===== src/rtl/zigbee_mux_pkg.sv =====
`default_nettype none
// ============================================================================
// Module      : zigbee_mux_pkg
// Description : Shared constants and types for the zigbee pin-mux host side.
// Revision    : 1.0 - initial release
// ============================================================================
package zigbee_mux_pkg;

    localparam int SEL_W     = 2;
    localparam int NB_PHASES = 1 << SEL_W;
    localparam int PIN_IN_W  = 22;
    localparam int PIN_OUT_W = 18;

    typedef enum logic [1:0] {
        HUNT = 2'd0,
        LOAD = 2'd1,
        RUN  = 2'd2
    } mux_host_state_e;

    typedef logic [NB_PHASES-1:0][PIN_IN_W-1:0]  tx_frame_t;
    typedef logic [NB_PHASES-1:0][PIN_OUT_W-1:0] rx_frame_t;

endpackage
`default_nettype wire


===== src/rtl/zigbee_mux_sync.sv =====
`default_nettype none
// ============================================================================
// Module      : zigbee_mux_sync
// Description : Parameterised-width two-flop synchroniser for pad inputs.
// Revision    : 1.0 - initial release
// ============================================================================
module zigbee_mux_sync #(
    parameter int WIDTH = 1
) (
    input  logic             clk,
    input  logic             rst,
    input  logic [WIDTH-1:0] i_d,
    output logic [WIDTH-1:0] o_q
);

    logic [WIDTH-1:0] r_meta;
    logic [WIDTH-1:0] r_sync;

    always_ff @(posedge clk) begin
        if (rst) begin
            r_meta <= '0;
            r_sync <= '0;
        end else begin
            r_meta <= i_d;
            r_sync <= r_meta;
        end
    end

    assign o_q = r_sync;

endmodule
`default_nettype wire


===== src/rtl/zigbee_mux_host.sv =====
`default_nettype none
// ============================================================================
// Module      : zigbee_mux_host
// Description : Host side of the zigbee pad-ring pin mux: follows the chip's
//               phase select, drives tx slices and assembles rx frames.
//               Optional macro ZIGBEE_MUX_HOST_SEQCHK_EN adds seq_err_o and
//               seq_err_cnt_o.
// Revision    : 1.0 - initial release
// ============================================================================
module zigbee_mux_host
    import zigbee_mux_pkg::*;
#(
    parameter int NB_PHASES  = zigbee_mux_pkg::NB_PHASES,
    parameter int SEL_W      = zigbee_mux_pkg::SEL_W,
    parameter int PIN_IN_W   = zigbee_mux_pkg::PIN_IN_W,
    parameter int PIN_OUT_W  = zigbee_mux_pkg::PIN_OUT_W,
    parameter int STABLE_CYC = 3
) (
    input  logic                            clk_i,
    input  logic                            rst_i,
    input  logic [SEL_W-1:0]                sel_i,
    input  logic [PIN_OUT_W-1:0]            pin_i,
    output logic [PIN_IN_W-1:0]             pin_o,
    input  logic                            tx_valid_i,
    output logic                            tx_ready_o,
    input  logic [NB_PHASES*PIN_IN_W-1:0]   tx_data_i,
    output logic                            rx_valid_o,
    input  logic                            rx_ready_i,
    output logic [NB_PHASES*PIN_OUT_W-1:0]  rx_data_o,
    output logic                            locked_o,
`ifdef ZIGBEE_MUX_HOST_SEQCHK_EN
    output logic                            overrun_o,
    output logic                            seq_err_o,
    output logic [15:0]                     seq_err_cnt_o
`else
    output logic                            overrun_o
`endif
);

    localparam logic [3:0]       c_acc_cnt = 4'(STABLE_CYC - 1);
    localparam logic [SEL_W-1:0] c_last_ph = SEL_W'(NB_PHASES - 1);

    logic [SEL_W-1:0]     w_sel_s;
    logic [PIN_OUT_W-1:0] w_pin_s;
    logic                 w_same;
    logic                 w_acc;

    logic [SEL_W-1:0]     r_sel_prev;
    logic [3:0]           r_stab_cnt;
    logic                 r_acc_vld;
    logic [SEL_W-1:0]     r_acc_sel;

    mux_host_state_e                      r_state;
    logic [SEL_W-1:0]                     r_expect;
    logic [NB_PHASES-1:0][PIN_IN_W-1:0]   r_tx_frame;
    logic [NB_PHASES-1:0][PIN_OUT_W-1:0]  r_rx_part;
    logic [NB_PHASES-1:0][PIN_OUT_W-1:0]  r_rx_data;
    logic                                 r_rx_valid;
    logic                                 r_locked;
    logic                                 r_overrun;
    logic [PIN_IN_W-1:0]                  r_pin_o;
`ifdef ZIGBEE_MUX_HOST_SEQCHK_EN
    logic                                 r_seq_err;
    logic [15:0]                          r_seq_err_cnt;
`endif

    zigbee_mux_sync #(.WIDTH(SEL_W)) u_sel_sync (
        .clk (clk_i),
        .rst (rst_i),
        .i_d (sel_i),
        .o_q (w_sel_s)
    );

    zigbee_mux_sync #(.WIDTH(PIN_OUT_W)) u_pin_sync (
        .clk (clk_i),
        .rst (rst_i),
        .i_d (pin_i),
        .o_q (w_pin_s)
    );

    // A sel value is accepted once; a glitch back to the last accepted value
    // must not produce a second acceptance.
    assign w_same = (w_sel_s == r_sel_prev);
    assign w_acc  = w_same && (r_stab_cnt == c_acc_cnt) &&
                    !(r_acc_vld && (r_acc_sel == w_sel_s));

    always_ff @(posedge clk_i) begin
        if (rst_i) begin
            r_sel_prev <= '0;
            r_stab_cnt <= '0;
            r_acc_vld  <= 1'b0;
            r_acc_sel  <= '0;
        end else begin
            r_sel_prev <= w_sel_s;
            if (!w_same)
                r_stab_cnt <= '0;
            else if (r_stab_cnt != 4'hF)
                r_stab_cnt <= r_stab_cnt + 4'd1;
            if (w_acc) begin
                r_acc_vld <= 1'b1;
                r_acc_sel <= w_sel_s;
            end
        end
    end

    always_ff @(posedge clk_i) begin
        if (rst_i) begin
            r_state    <= HUNT;
            r_expect   <= '0;
            r_tx_frame <= '0;
            r_rx_part  <= '0;
            r_rx_data  <= '0;
            r_rx_valid <= 1'b0;
            r_locked   <= 1'b0;
            r_overrun  <= 1'b0;
            r_pin_o    <= '0;
`ifdef ZIGBEE_MUX_HOST_SEQCHK_EN
            r_seq_err     <= 1'b0;
            r_seq_err_cnt <= '0;
`endif
        end else begin
`ifdef ZIGBEE_MUX_HOST_SEQCHK_EN
            r_seq_err <= 1'b0;
`endif
            if (r_rx_valid && rx_ready_i)
                r_rx_valid <= 1'b0;
            r_pin_o <= (r_state == HUNT) ? '0 : r_tx_frame[w_sel_s];

            case (r_state)
                HUNT: begin
                    if (w_acc && (w_sel_s == c_last_ph))
                        r_state <= LOAD;
                end
                LOAD: begin
                    r_tx_frame <= tx_valid_i ? tx_data_i : '0;
                    r_expect   <= '0;
                    r_rx_part  <= '0;
                    r_locked   <= 1'b1;
                    r_state    <= RUN;
                end
                RUN: begin
                    if (w_acc) begin
                        if (w_sel_s == r_expect) begin
                            r_rx_part[w_sel_s] <= w_pin_s;
                            if (r_expect == c_last_ph) begin
                                // Unaccepted old frame wins; the new one is dropped.
                                if (r_rx_valid && !rx_ready_i) begin
                                    r_overrun <= 1'b1;
                                end else begin
                                    r_rx_data  <= {w_pin_s, r_rx_part[NB_PHASES-2:0]};
                                    r_rx_valid <= 1'b1;
                                end
                                r_state <= LOAD;
                            end else begin
                                r_expect <= r_expect + SEL_W'(1);
                            end
                        end else begin
                            r_locked  <= 1'b0;
                            r_rx_part <= '0;
                            r_state   <= HUNT;
`ifdef ZIGBEE_MUX_HOST_SEQCHK_EN
                            r_seq_err <= 1'b1;
                            if (r_seq_err_cnt != 16'hFFFF)
                                r_seq_err_cnt <= r_seq_err_cnt + 16'd1;
`endif
                        end
                    end
                end
                default: r_state <= HUNT;
            endcase
        end
    end

    assign pin_o      = r_pin_o;
    assign tx_ready_o = (r_state == LOAD) && tx_valid_i;
    assign rx_valid_o = r_rx_valid;
    assign rx_data_o  = r_rx_data;
    assign locked_o   = r_locked;
    assign overrun_o  = r_overrun;
`ifdef ZIGBEE_MUX_HOST_SEQCHK_EN
    assign seq_err_o     = r_seq_err;
    assign seq_err_cnt_o = r_seq_err_cnt;
`endif

endmodule
`default_nettype wire

===== config.mk =====
export PLATFORM = sky130hd
export DESIGN_NAME = zigbee_mux_host
export DESIGN_NICKNAME = d
export VERILOG_FILES = /design/src/rtl/zigbee_mux_pkg.sv /design/src/rtl/zigbee_mux_sync.sv /design/src/rtl/zigbee_mux_host.sv
export SDC_FILE = /design/constraint.sdc
export NUM_CORES = 1
export LEC_CHECK = 0
export ABC_AREA = 1
export CORE_MARGIN = 4
export CORE_UTILIZATION = 35
export CTS_CLUSTER_SIZE = 14
export DETAILED_ROUTE_END_ITERATION = 8
export GPL_TIMING_DRIVEN = 0
export MAX_ROUTING_LAYER = met4
export PLACE_DENSITY = 0.68
export REMOVE_ABC_BUFFERS = 1
export SYNTH_ARGS = -nofsm -noshare
export SYNTH_HDL_FRONTEND = slang
export SYNTH_HIERARCHICAL = 1
export SYNTH_SLANG_ARGS = --single-unit

===== constraint.sdc =====
create_clock -name clk_i -period 2.13 [get_ports clk_i]
set_clock_uncertainty 0.2 [all_clocks]
set_input_delay 0.426 -clock clk_i [delete_from_list [all_inputs] [get_ports clk_i]]
set_output_delay 0.426 -clock clk_i [all_outputs]
set_load 0.005 [all_outputs]

* Yosys cells after proc, flatten, opt, wreduce, memory -nomap -nowiden
Index checks and enable logic that the tools add are counted.
Operators by class: add/subtract/negate cells 2, $mul 0, divide/modulo/power cells 0, order comparisons 2, eq/ne operators 15, shift-type cells 0, muxes and demuxes 27, bitwise gates (word level) 2, reductions and logical operators 20
Operator list (count):
- $mux 72 | 2
- $pmux 72 s2 | 1
- $mux 88 | 1
- $bwmux 72 | 1
- $bmux 22 s2 | 1
- $demux 18 s2 | 1
- $mux 22 | 1
- $mux 18 | 1
- $mux 2 | 7
- $reduce_and 5->1 | 2
- $logic_and 1x1->1 | 8
- $mux 1 | 8
- $ne 2x2->1 const B | 4
- $eq 2x2->1 | 3
- $eq 2x2->1 const B | 3
- $pmux 2 s3 | 1
- $reduce_and 3->1 | 2
- $add 4x1->4 const B | 1
- $eq 4x2->1 const B | 1
- $ne 4x4->1 const B | 1
- $pmux 2 s2 | 1
- $reduce_and 4->1 | 1
- $reduce_or 2->1 | 2
- $lt 2x3->1 const B | 1
- 11 further kinds | 13
Storage, ports and cells: register bits after elaboration 310, latch bits 0, memory bits (writable) 0, ROM bits 0, input bits 112, output and inout port bits 98, word-level logic and storage cells 94, memories kept 0

* Depth between registers and ports, before layout
Gate-level depths: netlist (run 1).
word-level depth 8, gate-level depth with buffers 12, depth with buffers taken out 10

* Hierarchy
Netlist (run 1), hierarchy kept.
By module, submodules not included:
- zigbee_mux_host | times used 1, cells each 1187, area an instance 9434.0 µm², sequential area each 5044.8 µm²
- zigbee_mux_sync (u_pin_sync) | times used 1, cells each 112, area an instance 1041.0 µm², sequential area each 720.7 µm²
- zigbee_mux_sync (u_sel_sync) | times used 1, cells each 12, area an instance 110.1 µm², sequential area each 80.1 µm²

* Worst setup path after synthesis (run 1)
Ideal clock, no wire load.
path kind reg-to-reg, from register r_stab_cnt[0], to register r_rx_data, in the netlist rx_data_o[54], setup time 0.113 ns, data arrival time 1.509 ns, required time 1.817 ns, setup slack 0.307 ns, cell stages (with the launch flop) 10, path buffers 1, period minus slack after synthesis 1.823 ns, path through dfxtp_1 inv_1 ha_1 nand2_1 nand3b_2 nor2_4 nand3_2 buf_6 nor2_1 nor2_1
On the way: longest elaborated chain between the ends 4
RTL lines:
- start, declared | line zigbee_mux_host.sv:49 | logic [3:0] r_stab_cnt;
- start signal, assigned | line zigbee_mux_host.sv:98 | r_stab_cnt <= r_stab_cnt + 4'd1;
- $eq 4x2->1 | line zigbee_mux_host.sv:84 | assign w_acc = w_same && (r_stab_cnt == c_acc_cnt) &&
- $logic_and 1x1->1 (2 in series) | line zigbee_mux_host.sv:84
- $reduce_and 5->1 (no source line)
- end signal, assigned | line zigbee_mux_host.sv:150 | r_rx_data <= {w_pin_s, r_rx_part[NB_PHASES-2:0]};
- end, declared | line zigbee_mux_host.sv:57 | logic [NB_PHASES-1:0][PIN_OUT_W-1:0] r_rx_data;
Every way passes these cells. A chain may end at the register's enable or synchronous reset.

* Worst setup path in the final report (run 1)
from register r_state[1], to output tx_ready_o
On the way: longest elaborated chain between the ends 2
RTL lines:
- start, declared | line zigbee_mux_host.sv:53 | mux_host_state_e r_state;
- start signal, assigned | line zigbee_mux_host.sv:108 | r_state <= HUNT;
- start signal, assigned | line zigbee_mux_host.sv:132 | r_state <= LOAD;
- start signal, assigned | line zigbee_mux_host.sv:139 | r_state <= RUN;
- $eq 2x1->1 | line zigbee_mux_host.sv:175 | assign tx_ready_o = (r_state == LOAD) && tx_valid_i;
- $logic_and 1x1->1 | line zigbee_mux_host.sv:175
- end, declared | line zigbee_mux_host.sv:25 | output logic tx_ready_o,
Every way passes these cells.

==> results.md, run 1 <==
* FF-to-FF Start: u_sel_sync/o_q[0]
* Vias in the first global route at approximately 9400
* Drt total wl at between 30 and 40 mm
* Total power at around 12 mW
* Max-cap violations at 0
* Worst hold path depth at 2
* Kind of critical path: flip-flop to output pin
* Max Fclk at approximately 480 MHz
* Die outline height at 182 um
* Sum of negative setup slack at 0 ns
* DP HPWL at 17.9 mm
* Die X at 182 um
* Worst Tran Pin Value at 0.801 ns
* Die ar. at 0.0331 mm2
* Routability cong. at about 0.8
* CTS Buffer Depth at 3
* Reg2reg path depth at 9
* Worst hold path type: input port to flip-flop
* Htree depth at 1
* Global Route Usage Sum at 0.199
* Hold path endpoint: r_tx_frame[37]
* Top cell type's share of synthesized area at 0.552
* CTS root buf: clkbuf_16
* Endpoints failing hold at 0
* FF+latch count, synth at around 300
* Distinct cell type count after synthesis at 31
* Worst Hold Launch: rst_i
* RSZ-0062 raised after global routing: true
* Reg-to-reg endpoint: rx_data_o[16]
* Critical Path Fanout Max at 4
* Number of enable flip-flop cells after synthesis at 0
* DRC at 0
* Power per cell area at 786 mW/mm2
* R2r setup slk at 0.06 ns
* Row Count at between 60 and 70
* Final Slew Violations at 0
* First-pass GRT wire length at approximately 52 mm
* Area grow syn2layout at 42.8%
* Vias at 9876
* Synth area leaders: dfxtp_1 (55%), nand2_1 (9.0%), a21oi_1 (7.3%), nor2_1 (7.0%), nand3_1 (5.1%)
* Vias per cell at roughly 5.0
* Commonest cells after routing, fill and taps aside: dfxtp_1 (284), nand2_1 (252), clkdlybuf4s50_1 (207)
* LEAKAGE at 5.68 nW
* Post-Syn Area at about 0.011 mm2
* Period utilization at 0.983
* CTS tree: built
* Final setup viols at 0
* GR Overflow Total at 0
* Total CTS buffers at 31
* Placed cell count at 1827
* Setup crit start kind: flip-flop
* Register area share after synthesis at 0.552
* Worst skew pair latency at around 0.55 ns
* Core Area at 0.0297 mm2
* Relative slew slack at 0.465
* Period minus WS final at 2.09 ns
* DR pass1 iterations at 5
* Largest area contributor in the netlist: dfxtp_1
* Synthesized area per cell at 8.07 um2
* WL per Instance at between 15 and 20 um
* Fill cells at 2815
* Drt initial violations at 772
* Clock sinks at 292
* Io pins at 210
* WP data arrival at approximately 1.5 ns
* Share of layout cells above drive strength 1 at 0.119
* Crit path required time at around 1.5 ns
* Finished Layout Cells at a little under 2000
* Fin nets at 1669
* Async set or reset register ratio after synthesis at 0
* Number of port buffers at 209
* CP Capture Type: output pin
* Yosys warnings at 6
* Synthesized instance count at roughly 1300
* CTS clk-pin slew, worst paths at ~0.060 ns
* Prevailing post-synth register cell: dfxtp_1
* Max VDD drop at 0.000548 V
* Number of antenna violations at the first check in global routing at 1
* Pin count of the biggest net entering global routing at 105
* Final ANT Viol Nets at 0
* Most common cell after layout, fill and taps aside: dfxtp_1
* Outcome: completed
* Initial Utilization at 0.356
-- synthesized netlist by cell type, types with 2 or more instances --
| cell | n |
|---|---|
| inv_1 | 61 |
| ha_1 | 3 |
| nand3_1 | 108 |
| xnor2_2 | 3 |
| a31oi_1 | 23 |
| nor2_2 | 8 |
| o21ai_0 | 8 |
| dfxtp_1 | 292 |
| nand4_1 | 2 |
| nor2_1 | 196 |
| clkbuf_1 | 56 |
| a22oi_1 | 22 |
| o21ai_1 | 70 |
| buf_6 | 22 |
| buf_2 | 11 |
| nand3_2 | 2 |
| nand2_1 | 254 |
| nand2_2 | 4 |
| a21oi_1 | 154 |
-- critical path, stage by stage (launching register included) --
cell       delay (ns)
dfxtp_4          0.37
nor2_4           0.15
bufinv_16        0.20
nor2_4           0.08
buf_2            0.12
-- sequential cells by signal, summed over array words and instances (netlist names), 2 cells and up --
register,flops
u_pin_sync/o_q,18
r_tx_frame,88
r_acc_sel,2
pin_o,22
r_expect,2
u_pin_sync/r_meta,18
r_rx_part,54
r_stab_cnt,4
rx_data_o,72
r_state,2
r_sel_prev,2
u_sel_sync/r_meta,2
u_sel_sync/o_q,2
-- repair_timing --
action                     in CTS  in global routing
resized for setup              33                 34
buffers inserted               32                 27
hold buffers                    0                  0
setup endpoints to repair     246                139
pin swaps                      13                 21
cloned                         12                 14
-- layer usage --
metal | GRT usage | vias up | share of wire
met4 | 0.0633 | 0 | 0.025
li1 | - | 4782 | -
met5 | - | - | 0
met2 | 0.322 | 405 | 0.47
met3 | 0.0551 | 65 | 0.087
met1 | 0.243 | 4624 | 0.41
-- how the worst max path moves through the flow --
stage	slack, ns	to	cells past startpoint	from
floorplan	-2.69	tx_ready_o	4	r_state[0]
global placement	-12.42	pin_o[8]	4	rst_i
detailed placement	-2.17	r_rx_part[33]	6	u_sel_sync/o_q[0]
CTS	0.01	tx_ready_o	5	r_state[0]
global route	-0.02	rx_data_o[4]	11	r_stab_cnt[0]
finish	0.04	tx_ready_o	4	r_state[1]
-- logic make-up after synthesis --
| kind of cell | after synthesis | synth area share |
|---|---|---|
| AND/OR/NAND/NOR | 580 | 0.227 |
| adder cells (fa/ha/maj) | 3 | 0.00355 |
| XOR/XNOR | 4 | 0.00544 |
| flip-flops | 292 | 0.552 |
| AO/OA/AOI/OAI | 278 | 0.140 |
| buffers and inverters | 154 | 0.0721 |
-- metrics by stage --
stage                     hold slack (ns)   util  worst slack [ns]  instance area [um2]
after global placement              0.191  0.425            -12.42                12600
final                               0.176  0.509            0.0369                15100
after CTS                           0.159  0.489            0.0137                14500
after floorplan                     0.188      -             -2.69                10100
after detailed placement            0.186  0.433             -2.17                12900
after global routing                0.183  0.509           -0.0216                15100
-- area by class of cell --
type / instances / area (um2) / share of cell area
timing repair inverter: 4 / 35.0 / 0.00232
clock inverter: 7 / 135 / 0.00894
timing repair buffer: 288 / 3150 / 0.208
antenna: 1 / 2.50 / 0.000166
sequential: 292 / 5860 / 0.388
tap: 390 / 488 / 0.0323
inverter: 63 / 278 / 0.0184
multi-input combinational: 874 / 4300 / 0.284
clock buffer: 46 / 872 / 0.0577
-- report_power, final --
group          switching [mW]  internal (mW)
clock                    2.10           3.28
combinational           0.491          0.391
sequential             0.0645           5.55
(Power assumes the default switching activity.)
==> inputs of run 2 (changes only) <==
--- a/config.mk
+++ b/config.mk
@@ -7,13 +7,12 @@
 export LEC_CHECK = 0
 export ABC_AREA = 1
 export CORE_MARGIN = 4
-export CORE_UTILIZATION = 35
+export CORE_UTILIZATION = 51
 export CTS_CLUSTER_SIZE = 14
 export DETAILED_ROUTE_END_ITERATION = 8
 export GPL_TIMING_DRIVEN = 0
 export MAX_ROUTING_LAYER = met4
-export PLACE_DENSITY = 0.68
-export REMOVE_ABC_BUFFERS = 1
+export PLACE_DENSITY = 0.89
 export SYNTH_ARGS = -nofsm -noshare
 export SYNTH_HDL_FRONTEND = slang
 export SYNTH_HIERARCHICAL = 1
==> run 2 against run 1 <==
The run now ends with setup timing left. Clock power grew 3%. Power grew 0.83%. Worst setup slack lost 0.039 ns. Final cell count shrank 5.6%. Register-to-register slack lost 0.06 ns. Core utilization grew 20 points. Critical path type is now flip-flop to flip-flop. Largest cell class unchanged.
==> results.md, run 2 (same netlist as run 1, synthesis figures left out) <==
* Most common cell after layout, fill and taps aside: dfxtp_1
* Final WS setup at -0.00239 ns (-0.0393 ns)
* Cell Chain, Critical Path: buf_6 > xnor2_2 > nand3_4 > nor2_4 > nand2_4 > nor2_4 > buf_6 > o21ai_1 > nor2_1
* Setup crit start: u_sel_sync/o_q[0]
* Final Slew Violations at 0 (unchanged)
* Reg-to-reg endpoint: rx_data_o[14]
* Power per cell area at 834 mW/mm2 (+6.2%)
* Max VDD drop at 0.000667 V (+22%)
* FF-to-FF Start: u_sel_sync/o_q[0]
* WP data arrival at 2.40 ns (+0.93 ns)
* Total power at 12.0 mW (+0.83%)
* CTS tree: built
* Htree depth at 1 (unchanged)
* Design area at 0.0144 mm2 (-5.0%)
* Share of layout cells above drive strength 1 at 0.0991 (-0.0197)
* Fill cells at 1403 (-50%)
* Fin nets at 1679 (+0.60%)
* Reg with most FFs: r_tx_frame
* Global Route Usage Sum at 0.264 (+0.0645)
* Core Area at 0.0203 mm2 (-32%)
* Worst Hold Launch: u_pin_sync/r_meta[9]
* Drt total wl at 32.7 mm (-9.4%)
* Commonest cells after routing, fill and taps aside: dfxtp_1 (290), nand2_1 (253), clkdlybuf4s50_1 (208)
* Worst hold path depth at 2 (unchanged)
* Io pins at 210 (unchanged)
* Die ar. at 0.0231 mm2 (-30%)
* Multi-input logic area at 0.00410 mm2 (-4.5%)
* Critical Path Fanout Max at 10 (+6)
* First-pass GRT wire length at 49.4 mm (-4.8%)
* DP HPWL at 22.0 mm (+23%)
* Final setup viols at 1 (+1)
* CP Capture Type: flip-flop
* DRC at 0 (unchanged)
* Clock sinks at 292 (unchanged)
* Vias in the first global route at 9966 (+5.7%)
* Endpoints failing hold at 0 (unchanged)
* Vias at 10334 (+4.6%)
* Row Count at 52 (-17%)
* Pin count of the biggest net entering global routing at 15 (-86%)
* CTS root buf: clkbuf_16
* CTS clk-pin slew, worst paths at 0.06 ns (about the same)
* RSZ-0062 raised after global routing: true
* WL per Instance at 17.6 um (-4.0%)
* Number of antenna violations at the first check in global routing at 1 (unchanged)
* FF+latch area at 0.00585 mm2 (-0.26%)
* Final ANT Viol Nets at 0 (unchanged)
* Setup crit start kind: flip-flop
* Period minus WS final at 2.13 ns (+0.0393 ns)
* Worst hold path type: flip-flop to flip-flop
* Crit path required time at 2.40 ns (+0.90 ns)
* CTS Buffer Depth at 3 (unchanged)
* Worst Tran Pin Value at 0.604 ns (-0.198 ns)
* Relative slew slack at 0.597 (+0.132)
* LEAKAGE at 5.47 nW (-3.7%)
* GR Overflow Total at 0 (unchanged)
* Area after DPL at 0.0130 mm2 (+1.3%)
* DR pass1 iterations at 6 (+1)
* Total CTS buffers at 29 (-6.5%)
* Initial Utilization at 0.521 (+0.165)
* Area grow syn2layout at 35.6%
* Die outline height at 152 um (-16%)
* Max reg flops at 88 (unchanged)
* Outcome: finished, violations left
* Die X at 152 um (-16%)
* Syn Nets at roughly 1400
* Hold_buf cts at 0 (unchanged)
* Max Fclk at 469 MHz (-1.8%)
* Number of port buffers at 209 (unchanged)
* CP max stage delay at 0.30 ns (-0.07 ns)
* Violated checks: setup timing
* Hold path endpoint: u_pin_sync/o_q[9]
* Vias per cell at 5.57 (+11%)
* Slowest stage cell, crit path: dfxtp_1
* Kind of critical path: flip-flop to flip-flop
* Reg2reg path depth at 9 (unchanged)
* R2r setup slk at -0.002 ns (-0.06 ns)
* Drt initial violations at 1000 (+30%)
* Max-cap violations at 0 (unchanged)
* Routability cong. at 0.907 (+14%)
* Period utilization at 1.00 (+0.0184)
* Worst skew pair latency at 0.54 ns (about the same)
## run 2: metrics by stage
stage	instances	hold WS [ns]	setup TNS, ns	setup slack, ns	utilization
CTS	1847	0.186	-0.0757	-0.0757	0.697
global route	1855	0.204	-1.20	-0.0946	0.707
floorplan	1311	0.188	0	0.307	-
global placement	1790	0.194	-81.37	-0.912	0.641
detailed placement	1790	0.195	-89.72	-0.905	0.641
finish	1855	0.197	-0.00239	-0.00239	0.707
## run 2: layer usage
layer | wire length [um] | GRT usage
met2 | 15500 | 0.439
met5 | 0 | -
met1 | 12300 | 0.308
met4 | 1960 | 0.128
met3 | 3050 | 0.0492
## run 2: how the worst max path moves through the flow
stage                    end  cells after the start
2_1_floorplan  rx_data_o[54]                      9
3_3_place_gp      tx_ready_o                      5
3_5_place_dp      tx_ready_o                      5
4_1_cts           tx_ready_o                      6
5_1_grt           r_state[0]                      9
6_report       rx_data_o[14]                      9
## run 2: what timing repair did
| item | in CTS | in global routing |
|---|---|---|
| setup endpoints to repair | 101 | 227 |
| gates resized for setup | 17 | 67 |
| pin swaps | 2 | 10 |
| buffers inserted | 6 | 2 |
| cloned | 0 | 6 |
## run 2: critical path, delay by kind of cell, from the launching register on
kind,cells,cell delay [ns]
AND/OR/NAND/NOR,5,0.95
buffers and inverters,2,0.32
flip-flops,1,0.30
XOR/XNOR,1,0.21
AO/OA/AOI/OAI,1,0.07
## run 2: cell type report
| type | instances | area share |
|---|---|---|
| flip-flops and latches | 292 | 0.407 |
| multi-input cells | 867 | 0.286 |
| repair buffers | 221 | 0.154 |
| clock buffers | 36 | 0.0545 |
| plain buffers | 90 | 0.0402 |
| well taps | 270 | 0.0235 |
| clock inverters | 15 | 0.0182 |
| inverters | 63 | 0.0166 |
| diodes | 1 | 0.000174 |
## run 2: where the power goes
| part | internal [mW] | switching [mW] | total (mW) | leakage [nW] |
|---|---|---|---|---|
| clock | 3.44 | 2.12 | 5.56 | 0.503 |
| sequential | 5.55 | 0.0717 | 5.62 | 2.36 |
| combinational | 0.347 | 0.446 | 0.793 | 2.60 |
==> inputs of run 3 (changes only) <==
==> constraint.sdc (replaced) <==
create_clock -name clk_i -period 2.13 [get_ports clk_i]
set_clock_uncertainty 0.2 [all_clocks]
set_input_delay 0.213 -clock clk_i [delete_from_list [all_inputs] [get_ports clk_i]]
set_output_delay 0.213 -clock clk_i [all_outputs]
set_load 0.005 [all_outputs]
==> run 3 against run 2 <==
The flow still finishes with violations (setup timing). Via count is 2.3% higher. Power grew 0.49%. Clock-buffer cell count did not move.
==> results.md, run 3 (same netlist as run 1, synthesis figures left out) <==
* Outcome: finished, violations left
* Violated checks: setup timing
* Htree depth at 1 (unchanged)
* Fin nets at 1692 (+0.77%)
* Vias per cell at 5.66 (+1.6%)
* R2r setup slk at -0.05 ns (-0.05 ns)
* DR pass1 iterations at 6 (unchanged)
* Reg power frac at 0.467 (-0.002)
* CTS Buffer Depth at 3 (unchanged)
* Die ar. at 0.0231 mm2 (unchanged)
* CTS tree: built
* Met3 Use GR at 0.0501 (+0.000853)
* Number of antenna violations at the first check in global routing at 1 (unchanged)
* CTS clk-pin slew, worst paths at 0.06 ns (about the same)
* Period minus WS final at 2.18 ns (+0.0460 ns)
* Number of port buffers at 209 (unchanged)
* Global Route Usage Sum at 0.271 (+0.00710)
* Share of layout cells above drive strength 1 at 0.0883 (-0.0108)
* Crit path required time at 2.38 ns (-0.02 ns)
* Comb pwr share at 0.069 (+0.003)
* Die outline height at 152 um (unchanged)
* Endpoints failing hold at 0 (unchanged)
* Syn Nets at 1426 (unchanged)
* Max-cap violations at 0 (unchanged)
* Commonest cells after routing, fill and taps aside: dfxtp_1 (287), nand2_1 (252), clkdlybuf4s50_1 (208)
* Met1 Usage GRT at 0.314 (+0.00567)
* Final setup viols at 4 (+3)
* CTS root buf: clkbuf_16
* Sum of negative setup slack at -0.0818 ns (-0.0794 ns)
* Initial Utilization at 0.521 (unchanged)
* DRC at 0 (unchanged)
* Area grow syn2layout at 37.1%
* First-pass GRT wire length at 50.6 mm (+2.5%)
* Final ANT Viol Nets at 0 (unchanged)
* FF-to-FF Start: r_state[0]
* Drt total wl at 34.1 mm (+4.2%)
* Drt initial violations at 1056 (+5.6%)
* Setup crit start: r_state[0]
* Clock sinks at 292 (unchanged)
* Max VDD drop at 0.000698 V (+4.6%)
* Final Slew Violations at 0 (unchanged)
* Switching power share of the total at 0.222 (+0.00225)
* GR peak layer: met2
* Setup crit start kind: flip-flop
* Clock share of power at 0.464 (about the same)
* P_int at 9.36 mW (+0.20%)
* Final WS setup at -0.0484 ns (-0.0460 ns)
* GR Overflow Total at 0 (unchanged)
* Reg-to-reg endpoint: r_tx_frame[60]
* Pin count of the biggest net entering global routing at 15 (unchanged)
* Routability cong. at 0.907 (unchanged)
* Most common cell after layout, fill and taps aside: dfxtp_1
* Vias in the first global route at 10159 (+1.9%)
* Row Count at 52 (unchanged)
* Max Fclk at 459 MHz (-2.1%)
* Sw power at 2.68 mW (+1.5%)
* Reg with most FFs: r_tx_frame
* DP HPWL at 22.0 mm (unchanged)
* Power per cell area at 829 mW/mm2 (-0.61%)
* DP Worst Slack at -0.479 ns (+0.426 ns)
* Met2 Use GR at 0.452 (+0.0129)
* Kind of critical path: flip-flop to flip-flop
* Max reg flops at 88 (unchanged)
* Period utilization at 1.02 (+0.0216)
* Core Area at 0.0203 mm2 (unchanged)
* Total CTS buffers at 29 (unchanged)
* Worst Tran Pin Value at 0.711 ns (+0.107 ns)
* Io pins at 210 (unchanged)
* Worst skew pair latency at 0.54 ns (about the same)
* LEAKAGE at 5.50 nW (+0.53%)
* Die X at 152 um (unchanged)
* Vias at 10572 (+2.3%)
* Worst Setup EP: r_tx_frame[60]
* WP data arrival at 2.43 ns (+0.03 ns)
* WL per Instance at 18.3 um (+3.5%)
* Critical Path Fanout Max at 10 (unchanged)
* CP Capture Type: flip-flop
* Worst hold path type: input port to flip-flop
* Reg2reg path depth at 7 (-2)
* RSZ-0062 raised after global routing: true
* Relative slew slack at 0.524 (-0.0732)
[run 3: per-stage QoR]
| step | utilization | cells | hold slack [ns] | instance area [um2] | power, mW |
|---|---|---|---|---|---|
| global route | 0.715 | 1868 | 0.0100 | 14500 | 12.3 |
| finish | 0.715 | 1868 | 0.00900 | 14500 | 12.0 |
| CTS | 0.704 | 1862 | 0.00237 | 14300 | 11.9 |
| floorplan | - | 1311 | 0.0842 | 10600 | 6.07 |
| global placement | 0.641 | 1790 | 0.194 | 13000 | 6.42 |
| detailed placement | 0.641 | 1790 | 0.195 | 13000 | 6.44 |
[run 3: layer usage]
metal  vias up  part of all wire
met3       166              0.10
met2       684              0.48
met5         -                 0
met4         0             0.058
li1       4835                 -
met1      4887              0.36
[run 3: how the worst min path moves through the flow]
| stage | slack (ns) | cells past startpoint | endpoint | start |
|---|---|---|---|---|
| finish | 0.009 | 3 | u_pin_sync/r_meta[2] | pin_i[2] |
| global route | 0.01 | 3 | u_pin_sync/r_meta[2] | pin_i[2] |
| CTS | 0.002 | 3 | u_pin_sync/r_meta[2] | pin_i[2] |
| detailed placement | 0.20 | 2 | u_pin_sync/o_q[9] | u_pin_sync/r_meta[9] |
| global placement | 0.19 | 2 | u_pin_sync/o_q[1] | u_pin_sync/r_meta[1] |
| floorplan | 0.08 | 1 | u_sel_sync/r_meta[0] | rst_i |
[run 3: area by class of cell]
cell class / instances / area (um2)
diodes: 1 / 2.50
plain buffers: 89 / 563
clock buffers: 36 / 782
clock inverters: 15 / 262
fillers: 1349 / 5780
inverters: 63 / 244
multi-input cells: 866 / 4120
flip-flops and latches: 292 / 5850
well taps: 270 / 338
repair buffers: 236 / 2350
[run 3: power groups by stage]
stage                     registers, mW  logic [mW]  clock network, mW
after global routing               5.62       0.882               5.84
after CTS                          5.61       0.759               5.56
after floorplan                    5.71       0.367                  0
after global placement             5.73       0.696                  0
after detailed placement           5.73       0.712                  0
final                              5.62       0.828               5.58
[run 3: repair_timing]
action,in CTS,in global routing
endpoints found under the hold margin,17,0
cloned,0,4
hold buffers,17,0
buffers inserted,4,3
pin swaps,2,8
gates resized for setup,12,55
endpoints found under the setup margin,85,138
[run 3: worst max-delay path, stage by stage, from the launching register on]
cell      delay [ns]
dfxtp_2         0.35
inv_1           0.07
nor2_2          0.04
inv_2           0.13
clkbuf_1        0.44
clkbuf_1        0.47
nand2_1         0.16
a21oi_1         0.23
